### config.mk
export PLATFORM = sky130hd
export DESIGN_NAME = uart_rx_ctrl
export DESIGN_NICKNAME = d
export VERILOG_FILES = /design/src/rtl/uart_pkg.sv /design/src/rtl/uart_fifo.sv /design/src/rtl/uart_rx_ctrl.sv
export SDC_FILE = /design/constraint.sdc
export NUM_CORES = 1
export LEC_CHECK = 0
export BUFFER_PORTS_ARGS = -buffer_cell sky130_fd_sc_hd__buf_4
export CORE_UTILIZATION = 40
export CTS_CLUSTER_SIZE = 28
export DETAILED_ROUTE_END_ITERATION = 10
export MAX_ROUTING_LAYER = met4
export SYNTH_ARGS = -nofsm -noshare
export SYNTH_HDL_FRONTEND = slang
export SYNTH_HIERARCHICAL = 1
export SYNTH_SLANG_ARGS = --single-unit
### constraint.sdc
create_clock -name i_clk -period 7.2 [get_ports i_clk]
set_clock_uncertainty 0.15 [all_clocks]
set_input_delay 0.36 -clock i_clk [delete_from_list [all_inputs] [get_ports i_clk]]
set_output_delay 0.36 -clock i_clk [all_outputs]
set_load 0.01 [all_outputs]
### src/rtl/uart_pkg.sv
// Shared receiver types and constants for the UART RX path.
// No logic of its own; imported by the FIFO and the RX controller.
package uart_pkg;

  localparam int CLKS_PER_BIT_DEFAULT = 434;
  localparam int UART_DATA_W          = 8;
  localparam int BAUD_CNT_W           = 16;

  typedef enum logic [2:0] {
    IDLE,
    START,
    DATA,
    STOP,
    BREAK
  } rx_state_t;

  // Counter reload for the half-bit wait from start edge to start-bit centre.
  function automatic logic [BAUD_CNT_W-1:0] half_bit_load(input int clks_per_bit);
    return BAUD_CNT_W'(clks_per_bit / 2 - 1);
  endfunction

  function automatic logic [BAUD_CNT_W-1:0] full_bit_load(input int clks_per_bit);
    return BAUD_CNT_W'(clks_per_bit - 1);
  endfunction

endpackage

### src/rtl/uart_fifo.sv
// Small first-word-fall-through byte buffer; write lands on head one cycle after push.
// Push into a full FIFO is refused unless a pop happens in the same cycle; pop on empty is ignored.
module uart_fifo #(
  parameter int DATA_W = 8,
  parameter int DEPTH  = 4
) (
  input  logic              clk,
  input  logic              rst,
  input  logic              push,
  input  logic [DATA_W-1:0] push_data,
  input  logic              pop,
  output logic [DATA_W-1:0] head,
  output logic              full,
  output logic              empty
);

  localparam int AW = $clog2(DEPTH);
  localparam int CW = AW + 1;

  logic [DATA_W-1:0] mem [DEPTH];
  logic [AW-1:0]     wr_ptr;
  logic [AW-1:0]     rd_ptr;
  logic [CW-1:0]     count;
  logic              do_push;
  logic              do_pop;

  assign full    = (count == CW'(DEPTH));
  assign empty   = (count == '0);
  assign do_pop  = pop && !empty;
  assign do_push = push && (!full || do_pop);

  // Head is forced to zero while empty so stale entries never leak out.
  assign head = empty ? '0 : mem[rd_ptr];

  always_ff @(posedge clk) begin
    if (do_push) begin
      mem[wr_ptr] <= push_data;
    end
  end

  always_ff @(posedge clk) begin
    if (rst) begin
      wr_ptr <= '0;
      rd_ptr <= '0;
      count  <= '0;
    end else begin
      if (do_push) begin
        wr_ptr <= wr_ptr + 1'b1;
      end
      if (do_pop) begin
        rd_ptr <= rd_ptr + 1'b1;
      end
      case ({do_push, do_pop})
        2'b10:   count <= count + 1'b1;
        2'b01:   count <= count - 1'b1;
        default: count <= count;
      endcase
    end
  end

endmodule

### src/rtl/uart_rx_ctrl.sv
// 8N1 UART receiver: 2-flop sync, bit-centre sampling, byte appears on o_data/o_valid 1 cycle after stop sample.
// Reader drains via o_valid/i_rd; bytes arriving while the buffer is full are dropped and flagged as overrun.
module uart_rx_ctrl
  import uart_pkg::*;
#(
  parameter int CLKS_PER_BIT = CLKS_PER_BIT_DEFAULT,
  parameter int FIFO_DEPTH   = 4
) (
  input  logic                   i_clk,
  input  logic                   i_rst,
  input  logic                   i_rx,
  input  logic                   i_rd,
  input  logic                   i_clr,
  output logic [UART_DATA_W-1:0] o_data,
  output logic                   o_valid,
  output logic                   o_frame_err,
  output logic                   o_overrun,
  output logic                   o_busy
);

  localparam logic [BAUD_CNT_W-1:0] HALF_LOAD = half_bit_load(CLKS_PER_BIT);
  localparam logic [BAUD_CNT_W-1:0] BIT_LOAD  = full_bit_load(CLKS_PER_BIT);

  logic                   rx_meta;
  logic                   rx_s;
  rx_state_t              state;
  logic [BAUD_CNT_W-1:0]  cnt;
  logic [2:0]             idx;
  logic [UART_DATA_W-1:0] shreg;
  logic                   busy;
  logic                   frame_err;
  logic                   overrun;
  logic                   sample;
  logic                   push;
  logic                   fifo_full;
  logic                   fifo_empty;
  logic [UART_DATA_W-1:0] fifo_head;

  always_ff @(posedge i_clk) begin
    if (i_rst) begin
      rx_meta <= 1'b1;
      rx_s    <= 1'b1;
    end else begin
      rx_meta <= i_rx;
      rx_s    <= rx_meta;
    end
  end

  assign sample = (cnt == '0);
  // Only a clean stop bit delivers the byte; the FIFO captures it on this edge.
  assign push   = (state == STOP) && sample && rx_s;

  always_ff @(posedge i_clk) begin
    if (i_rst) begin
      state     <= IDLE;
      cnt       <= '0;
      idx       <= '0;
      shreg     <= '0;
      busy      <= 1'b0;
      frame_err <= 1'b0;
    end else begin
      if (cnt != '0) begin
        cnt <= cnt - 1'b1;
      end

      case (state)
        IDLE: begin
          if (!rx_s) begin
            state <= START;
            cnt   <= HALF_LOAD;
            busy  <= 1'b1;
          end
        end
        START: begin
          if (sample) begin
            if (rx_s) begin
              state <= IDLE;
              busy  <= 1'b0;
            end else begin
              state <= DATA;
              cnt   <= BIT_LOAD;
              idx   <= '0;
            end
          end
        end
        DATA: begin
          if (sample) begin
            shreg[idx] <= rx_s;
            idx        <= idx + 1'b1;
            cnt        <= BIT_LOAD;
            if (idx == 3'd7) begin
              state <= STOP;
            end
          end
        end
        STOP: begin
          if (sample) begin
            if (rx_s) begin
              state <= IDLE;
              busy  <= 1'b0;
            end else begin
              state <= BREAK;
            end
          end
        end
        BREAK: begin
          // Held-low line must return high before another start can be seen.
          if (rx_s) begin
            state <= IDLE;
            busy  <= 1'b0;
          end
        end
        default: begin
          state <= IDLE;
          busy  <= 1'b0;
        end
      endcase

      if ((state == STOP) && sample && !rx_s) begin
        frame_err <= 1'b1;
      end else if (i_clr) begin
        frame_err <= 1'b0;
      end
    end
  end

  always_ff @(posedge i_clk) begin
    if (i_rst) begin
      overrun <= 1'b0;
    end else if (push && fifo_full && !(i_rd && !fifo_empty)) begin
      overrun <= 1'b1;
    end else if (i_clr) begin
      overrun <= 1'b0;
    end
  end

  uart_fifo #(
    .DATA_W (UART_DATA_W),
    .DEPTH  (FIFO_DEPTH)
  ) u_fifo (
    .clk       (i_clk),
    .rst       (i_rst),
    .push      (push),
    .push_data (shreg),
    .pop       (i_rd),
    .head      (fifo_head),
    .full      (fifo_full),
    .empty     (fifo_empty)
  );

  assign o_data      = fifo_head;
  assign o_valid     = !fifo_empty;
  assign o_frame_err = frame_err;
  assign o_overrun   = overrun;
  assign o_busy      = busy;

endmodule

==> metrics.md, run 1 <==
| Metric | Value |
|---|---|
| Status | `completed` |
| Post-cts sizing count | `0` |
| CP Launch Type | `register` |
| CTS Buf Count | `9` |
| Syn_nets | `375` |
| Post-synth EDFFs | `32` |
| Dpl hpwl | `5.22 mm` |
| Vias in the first global route | `2657` |
| Post-CTS Setup Bufs | `0` |
| Final setup viols | `0` |
| Initial antenna violation count | `0` |
| Die X | `101 microns` |
| Nets | `377` |
| Max-capacitance violation count | `0` |
| Crit path largest cell delay | `740 ps` |
| Fin crit period | `3390 ps` |
| Drt first pass iters | `5` |
| Drt first-iter violations | `98` |
| Synth Flop Type | `dfxtp_1` |
| Largest net degree at the start of global routing | `37` |
| Final Util | `0.456` |
| Synth Instances | `361` |
| Worst setup endpoint | `u_fifo/mem[0][1]` |
| H-tree Lvls | `3` |
| Register area share after synthesis | `0.468` |
| Starting density of the core | `0.420` |
| Worst R2R End | `u_fifo/mem[0][1]` |
| Worst endpoint data arrival time | `3250 ps` |
| Root buf cell | `clkbuf_8` |
| Filler instances | `870` |
| Mean cell area of the mapped netlist | `10.9 sq um` |
| Maximum vdd ir drop | `0.000261 V` |
| Final hold vios | `0` |
| Drc violations | `0` |
| Gr ovfl total | `0` |
| Rows | `35` |
| Crit path kind | `reg2reg` |
| All-layer global routing usage | `0.169` |
| Reg2Reg Setup Slack | `3810 ps` |
| Core area | `9370 sq um` |
| Chip height | `101 microns` |
| Power Density | `319 nW/um^2` |
| Mapped cell area | `3940 sq um` |
| Period Utilization, post-route | `0.471` |
| Relative slew slack | `0.522` |
| Layout Area Growth over Synthesis | `8.62%` |
| Max Fanout on Critical Path | `10` |
| Die area | `10200 sq um` |
| Clock sinks | `76` |
| Slowest CP cell | `or4_1` |
| Cell Chain, Critical Path | `or4_1, nor4_4, and4_1, inv_1, a31oi_4, and2_1` |
| YS warnings | `6` |
| First-pass GRT wire length | `13.0 mm` |
| Port bufs | `16` |
| Clk_lat worst skew | `350 ps` |
| Synth cell types | `67` |
| CTS clk-pin slew, worst paths | `80 ps` |
| Post-DRT Antenna Nets | `0` |
| Final wirelength | `7.48 mm` |
| HP Class | `in2reg` |
| P_leak | `1.40 nW` |
| Via Count | `2769` |
| TritonCTS clock tree | `yes` |
| Via-per-instance ratio | `5.57` |
| Ys async rst share | `0` |
| Layout cells sized above 1 | `0.179` |
| Required time worst endpoint | `7060 ps` |
| #FFs+latches synth | `76` |
| Number of diodes | `0` |
| Critical Path End Type | `register` |
| Slew @ Worst Pin | `707 ps` |
| Worst hold path stage count | `2` |
| CTS Hold Bufs | `0` |
| R2R depth | `6` |
| Sum Neg Setup Slack | `0 ps` |
| Drt wl/cell | `15.0 microns` |
| Clock Tree Buf Depth | `2` |
| Fmax | `295 MHz` |
| R2r startpoint | `cnt[11]` |
| Final Slew Violations | `0` |
| Io pins | `17` |
| RSZ-0062 raised after global routing | `false` |
| RePlAce Congestion | `0.845` |
| Crit path from | `cnt[11]` |
## critical path: cells and delay by family, from the launching register on
family / cells / cell delay [ps]
buffers and inverters: 1 / 150
AND/OR/NAND/NOR: 4 / 2160
AO/OA/AOI/OAI: 1 / 240
flip-flops: 1 / 360
## stage by stage
stage               area [sq um]  instances  power (mW)  hold slack [ps]  setup WS (ps)
floorplan                   3940        361       0.961              239           4420
global placement            4090        481        1.06              244           3950
detailed placement          4090        481        1.06              248           3820
CTS                         4270        497        1.37             20.9           3790
global route                4270        497        1.46             32.2           3570
finish                      4270        497        1.36             40.1           3810
## worst min-delay path by stage
| stage | slack [ps] | start | end |
|---|---|---|---|
| floorplan | 240 | rx_meta | rx_s |
| global placement | 240 | rx_meta | rx_s |
| detailed placement | 250 | rx_meta | rx_s |
| CTS | 20 | i_rx | rx_meta |
| global route | 30 | i_rx | rx_meta |
| finish | 40 | i_rx | rx_meta |
## registers in the layout, summed over array words and instances, names as in the netlist, named ones only
signal,cells
cnt,16
idx,3
o_busy,1
o_frame_err,1
o_overrun,1
rx_meta,1
rx_s,1
shreg,8
state,3
u_fifo/count,3
u_fifo/mem,32
u_fifo/rd_ptr,2
u_fifo/wr_ptr,2
## kinds of logic (layout without fill, tap and decap cells)
| kind of cell | Yosys count | count (layout) | synth area share |
|---|---|---|---|
| and+or+nand+nor | 141 | 141 | 0.237 |
| AOI/OAI and AO/OA | 74 | 74 | 0.140 |
| xor gates and xnor gates | 4 | 4 | 0.00890 |
| muxes | 16 | 16 | 0.0668 |
| adders and majority gates | 9 | 9 | 0.0305 |
| DFF | 76 | 76 | 0.468 |
| buffers and inverters | 41 | 48 | 0.0490 |
## power by group
part | internal (mW) | switching, mW | total [mW]
logic | 0.184 | 0.337 | 0.522
registers | 0.480 | 0.0610 | 0.541
clock network | 0.130 | 0.170 | 0.300
## per-layer routing
| metal | global-route usage | vias up | wire length [microns] |
|---|---|---|---|
| li1 | - | 1368 | - |
| met1 | 0.213 | 1322 | 3430 |
| met2 | 0.260 | 69 | 3560 |
| met3 | 0.0476 | 10 | 362 |
| met4 | 0.0635 | 0 | 126 |
| met5 | - | - | 0 |
## layout by cell type, fill, tap and decap left out, drive strengths merged, types with 3 or more instances in the layout
| cell type | n |
|---|---|
| inv | 17 |
| dfxtp | 44 |
| o21ai | 10 |
| nand2b | 13 |
| nand2 | 18 |
| nand4b | 3 |
| nor2 | 19 |
| o31ai | 11 |
| a211oi | 11 |
| and2 | 5 |
| or2 | 6 |
| a21oi | 16 |
| buf | 18 |
| ha | 8 |
| nand3 | 7 |
| nand3b | 4 |
| xor2 | 3 |
| nor3 | 12 |
| or4 | 8 |
| nand4 | 4 |
| mux4 | 8 |
| nor4 | 9 |
| or3 | 7 |
| a31oi | 5 |
| clkbuf | 9 |
| clkinv | 3 |
| nor4b | 8 |
| nor2b | 10 |
| mux2i | 6 |
| edfxtp | 32 |
## cell usage after synthesis, types with 3 or more instances
cell type	instances	share of area
nand2_1	18	0.017
nor4_1	3	0.0048
buf_4	4	0.0076
o31ai_1	10	0.019
nand2b_1	13	0.021
a211oi_1	11	0.021
mux4_2	8	0.046
nor2b_1	10	0.016
or3_1	6	0.0095
a31oi_1	4	0.0064
nand3_1	7	0.0089
nor4b_1	5	0.011
xor2_1	3	0.0067
edfxtp_1	32	0.24
buf_2	6	0.0076
inv_1	14	0.013
mux2i_1	6	0.015
clkbuf_1	12	0.011
nand4_1	4	0.0064
dfxtp_1	44	0.22
a21oi_1	16	0.020
nand4b_1	3	0.0067
or2_2	6	0.0095
and2_1	5	0.0079
nor4_2	4	0.013
nor3_1	11	0.014
o21ai_0	10	0.013
or4_1	8	0.015
nor2_1	18	0.017
nand3b_1	4	0.0076
ha_1	8	0.025
## area by class of cell
cell class,count,area [sq um],share of cell area
multi-input combinational,244,1900,0.445
sequential,76,1840,0.431
clock buffer,9,124,0.0290
inverter,14,52.6,0.0123
clock inverter,7,58.8,0.0138
timing repair buffer,18,135,0.0316
tap,129,161,0.0378
No activity file was read; power rests on OpenSTA's default activity.
==> run 2: changes to the inputs <==
- clock period: 7.2 -> 3.2 ns (I/O delays scaled with it)
==> run 2 against run 1 <==
- clock-buffer cell count did not move
- setup slack worse by 3400 ps
- cell count rose by 1.6%
- maximum frequency grew 22%
- non-clock buffer count increased by 8
- die area did not move
- first-iteration DRC count is 11% higher
- hold slack better by 20 ps
- global-route usage up 1.3 points
- sequential power grew 130%
- critical path type unchanged
==> metrics.md, run 2 (synthesis results as in run 1) <==
| Metric | Value |
|---|---|
| Power Density | `752 nW/um^2 (was 319 nW/um^2)` |
| Critical Path Most Common Cell | `inv_1` |
| TritonCTS clock tree | `yes (unchanged)` |
| Die X | `101 microns (unchanged)` |
| H-tree Lvls | `3 (unchanged)` |
| Chip height | `101 microns (unchanged)` |
| DR top layer | `met4 (unchanged)` |
| Final Util | `0.465 (was 0.456)` |
| Critical path depth | `8 (was 6)` |
| Core area | `9370 sq um (unchanged)` |
| Final hold vios | `0 (unchanged)` |
| Final setup viols | `0 (unchanged)` |
| CTS Buf Count | `9 (unchanged)` |
| HP Class | `in2reg (unchanged)` |
| Sum Neg Setup Slack | `0 ps (unchanged)` |
| Nets | `385 (was 377)` |
| Worst hold path stage count | `2 (unchanged)` |
| Top Registers | `u_fifo/mem: 32 flops, cnt: 16 flops, shreg: 8 flops (unchanged)` |
| Most common cell after layout, fill and taps aside | `dfxtp_1 (unchanged)` |
| Period Utilization, post-route | `0.871 (was 0.471)` |
| Die area | `10200 sq um (unchanged)` |
| Fmax | `359 MHz (was 295 MHz)` |
| Required time worst endpoint | `3070 ps (was 7060 ps)` |
| Final Slew Violations | `0 (unchanged)` |
| Critical Path End Type | `register (unchanged)` |
| All-layer global routing usage | `0.182 (was 0.169)` |
| Largest net degree at the start of global routing | `37 (unchanged)` |
| Io pins | `17 (unchanged)` |
| Vias in the first global route | `2740 (was 2657)` |
| Gr ovfl total | `0 (unchanged)` |
| Via Count | `2835 (was 2769)` |
| CP Launch Type | `register (unchanged)` |
| Drt first-iter violations | `109 (was 98)` |
| Layout cells sized above 1 | `0.189 (was 0.179)` |
| Slowest CP cell | `and2_1 (was or4_1)` |
| CTS clk-pin slew, worst paths | `80 ps (about the same)` |
| Status | `completed (unchanged)` |
| RSZ-0062 raised after global routing | `false (unchanged)` |
| Drt wl/cell | `16.1 microns (was 15.0 microns)` |
| Max FFs per register | `32 (unchanged)` |
| Max-capacitance violation count | `0 (unchanged)` |
| Port bufs | `16 (unchanged)` |
| Post-route setup slack | `412 ps (was 3810 ps)` |
| Crit path buf inv count | `3 (was 1)` |
| Fin area | `4360 sq um (was 4270 sq um)` |
| Via-per-instance ratio | `5.61 (was 5.57)` |
| Number of diodes | `0 (unchanged)` |
| Post-CTS Setup Bufs | `0 (unchanged)` |
| Drc violations | `0 (unchanged)` |
| Root buf cell | `clkbuf_8 (unchanged)` |
| Drt first pass iters | `5 (unchanged)` |
| Rows | `35 (unchanged)` |
| CP delay by family, top | `simple AND/OR/NAND/NOR gates (unchanged)` |
| Fin crit period | `2790 ps (was 3390 ps)` |
| Cell Chain, Critical Path | `inv_1, ha_1, inv_1, nor4b_2, and4_1, inv_1, a31oi_4, and2_1 (was or4_1, nor4_4, and4_1, inv_1, a31oi_4, and2_1)` |
| Maximum vdd ir drop | `0.000498 V (was 0.000261 V)` |
| RePlAce Congestion | `0.890 (was 0.845)` |
| Metal-1 WL | `3.77 mm (was 3.43 mm)` |
| Relative slew slack | `0.446 (was 0.522)` |
| P_leak | `1.43 nW (was 1.40 nW)` |
| First-pass GRT wire length | `13.8 mm (was 13.0 mm)` |
| Clock Tree Buf Depth | `2 (unchanged)` |
| Register with the most flip-flops | `u_fifo/mem (unchanged)` |
| Placement-stage cell area | `4140 sq um (was 4090 sq um)` |
| Clock sinks | `76 (unchanged)` |
| DR WL met2 | `3.91 mm (was 3.56 mm)` |
| Initial antenna violation count | `0 (unchanged)` |
| Commonest non-fill, non-tap cells in the layout | `dfxtp_1 (44), edfxtp_1 (32), buf_4 (24) (was dfxtp_1 (44), edfxtp_1 (32), nor2_1 (18), nand2_1 (18), buf_4 (18))` |
| Crit path largest cell delay | `420 ps (was 740 ps)` |
| Slew @ Worst Pin | `819 ps (was 707 ps)` |
| Post-DRT Antenna Nets | `0 (unchanged)` |
| Met3 wire len | `315 microns (was 362 microns)` |
| Layout Area Growth over Synthesis | `10.7% (was 8.62%)` |
| Post-cts sizing count | `0 (unchanged)` |
| Dpl hpwl | `5.47 mm (was 5.22 mm)` |
| Clk_lat worst skew | `350 ps (about the same)` |
| Max Fanout on Critical Path | `8 (was 10)` |
| Dpl ws | `389 ps (was 3820 ps)` |
| R2R depth | `8 (was 6)` |
| Final wirelength | `8.11 mm (was 7.48 mm)` |
| Crit path kind | `reg2reg (unchanged)` |
| Worst endpoint data arrival time | `2650 ps (was 3250 ps)` |
| Starting density of the core | `0.420 (unchanged)` |
## run 2: cell types whose count changed in the layout (fill, tap and decap cells not counted)
cell,delta
clkinv_1,+1
buf_4,+6
clkinvlp_4,+1
clkinv_2,-1
inv_6,-1
inv_8,-1
bufinv_16,+1
dlygate4sd3_1,+2
## run 2: worst reg2reg max path, delay by kind of cell (launching register included)
kind            cells  cell delay, ps
simple gates        3            1070
buf+inv             3             390
flops               1             350
fa+ha+maj           1             260
compound gates      1             220
## run 2: stage by stage
step,total power [mW],hold slack [ps],instances
floorplan,2.16,114,361
global placement,2.53,195,487
detailed placement,2.53,196,487
CTS,3.29,45.2,505
global route,3.49,80.6,505
finish,3.27,59.6,505
## run 2: area by class of cell
class | instances | area (sq um)
flip-flops and latches | 76 | 1840
multi-input cells | 244 | 1900
clock buffers | 9 | 124
clock inverters | 7 | 75.1
repair buffers | 26 | 200
well taps | 129 | 161
fillers | 915 | 5020
inverters | 14 | 52.6
## run 2: final timing paths
path | start | to | slack [ps]
worst max-delay path | cnt[0] | u_fifo/mem[0][6] | 410
worst min-delay path | i_rst | u_fifo/rd_ptr[0] | 60
worst max register to register | cnt[0] | u_fifo/mem[0][6] | 410
worst min register to register | rx_meta | rx_s | 270
## run 2: report_power, final
group          switching [mW]  internal (mW)
sequential              0.138           1.08
combinational           0.810          0.507
clock                   0.377          0.363
total                    1.32           1.95
## run 2: timing repair
action / 4_1_cts / 5_1_grt
hold endpoints to repair: 3 / 0
endpoints found under the setup margin: 0 / 0
hold buffers: 2 / 0
## run 2: metal layers
| metal | global-route usage | vias up |
|---|---|---|
| li1 | - | 1387 |
| met1 | 0.229 | 1376 |
| met2 | 0.285 | 62 |
| met3 | 0.0400 | 10 |
| met4 | 0.0758 | 0 |
| met5 | - | - |
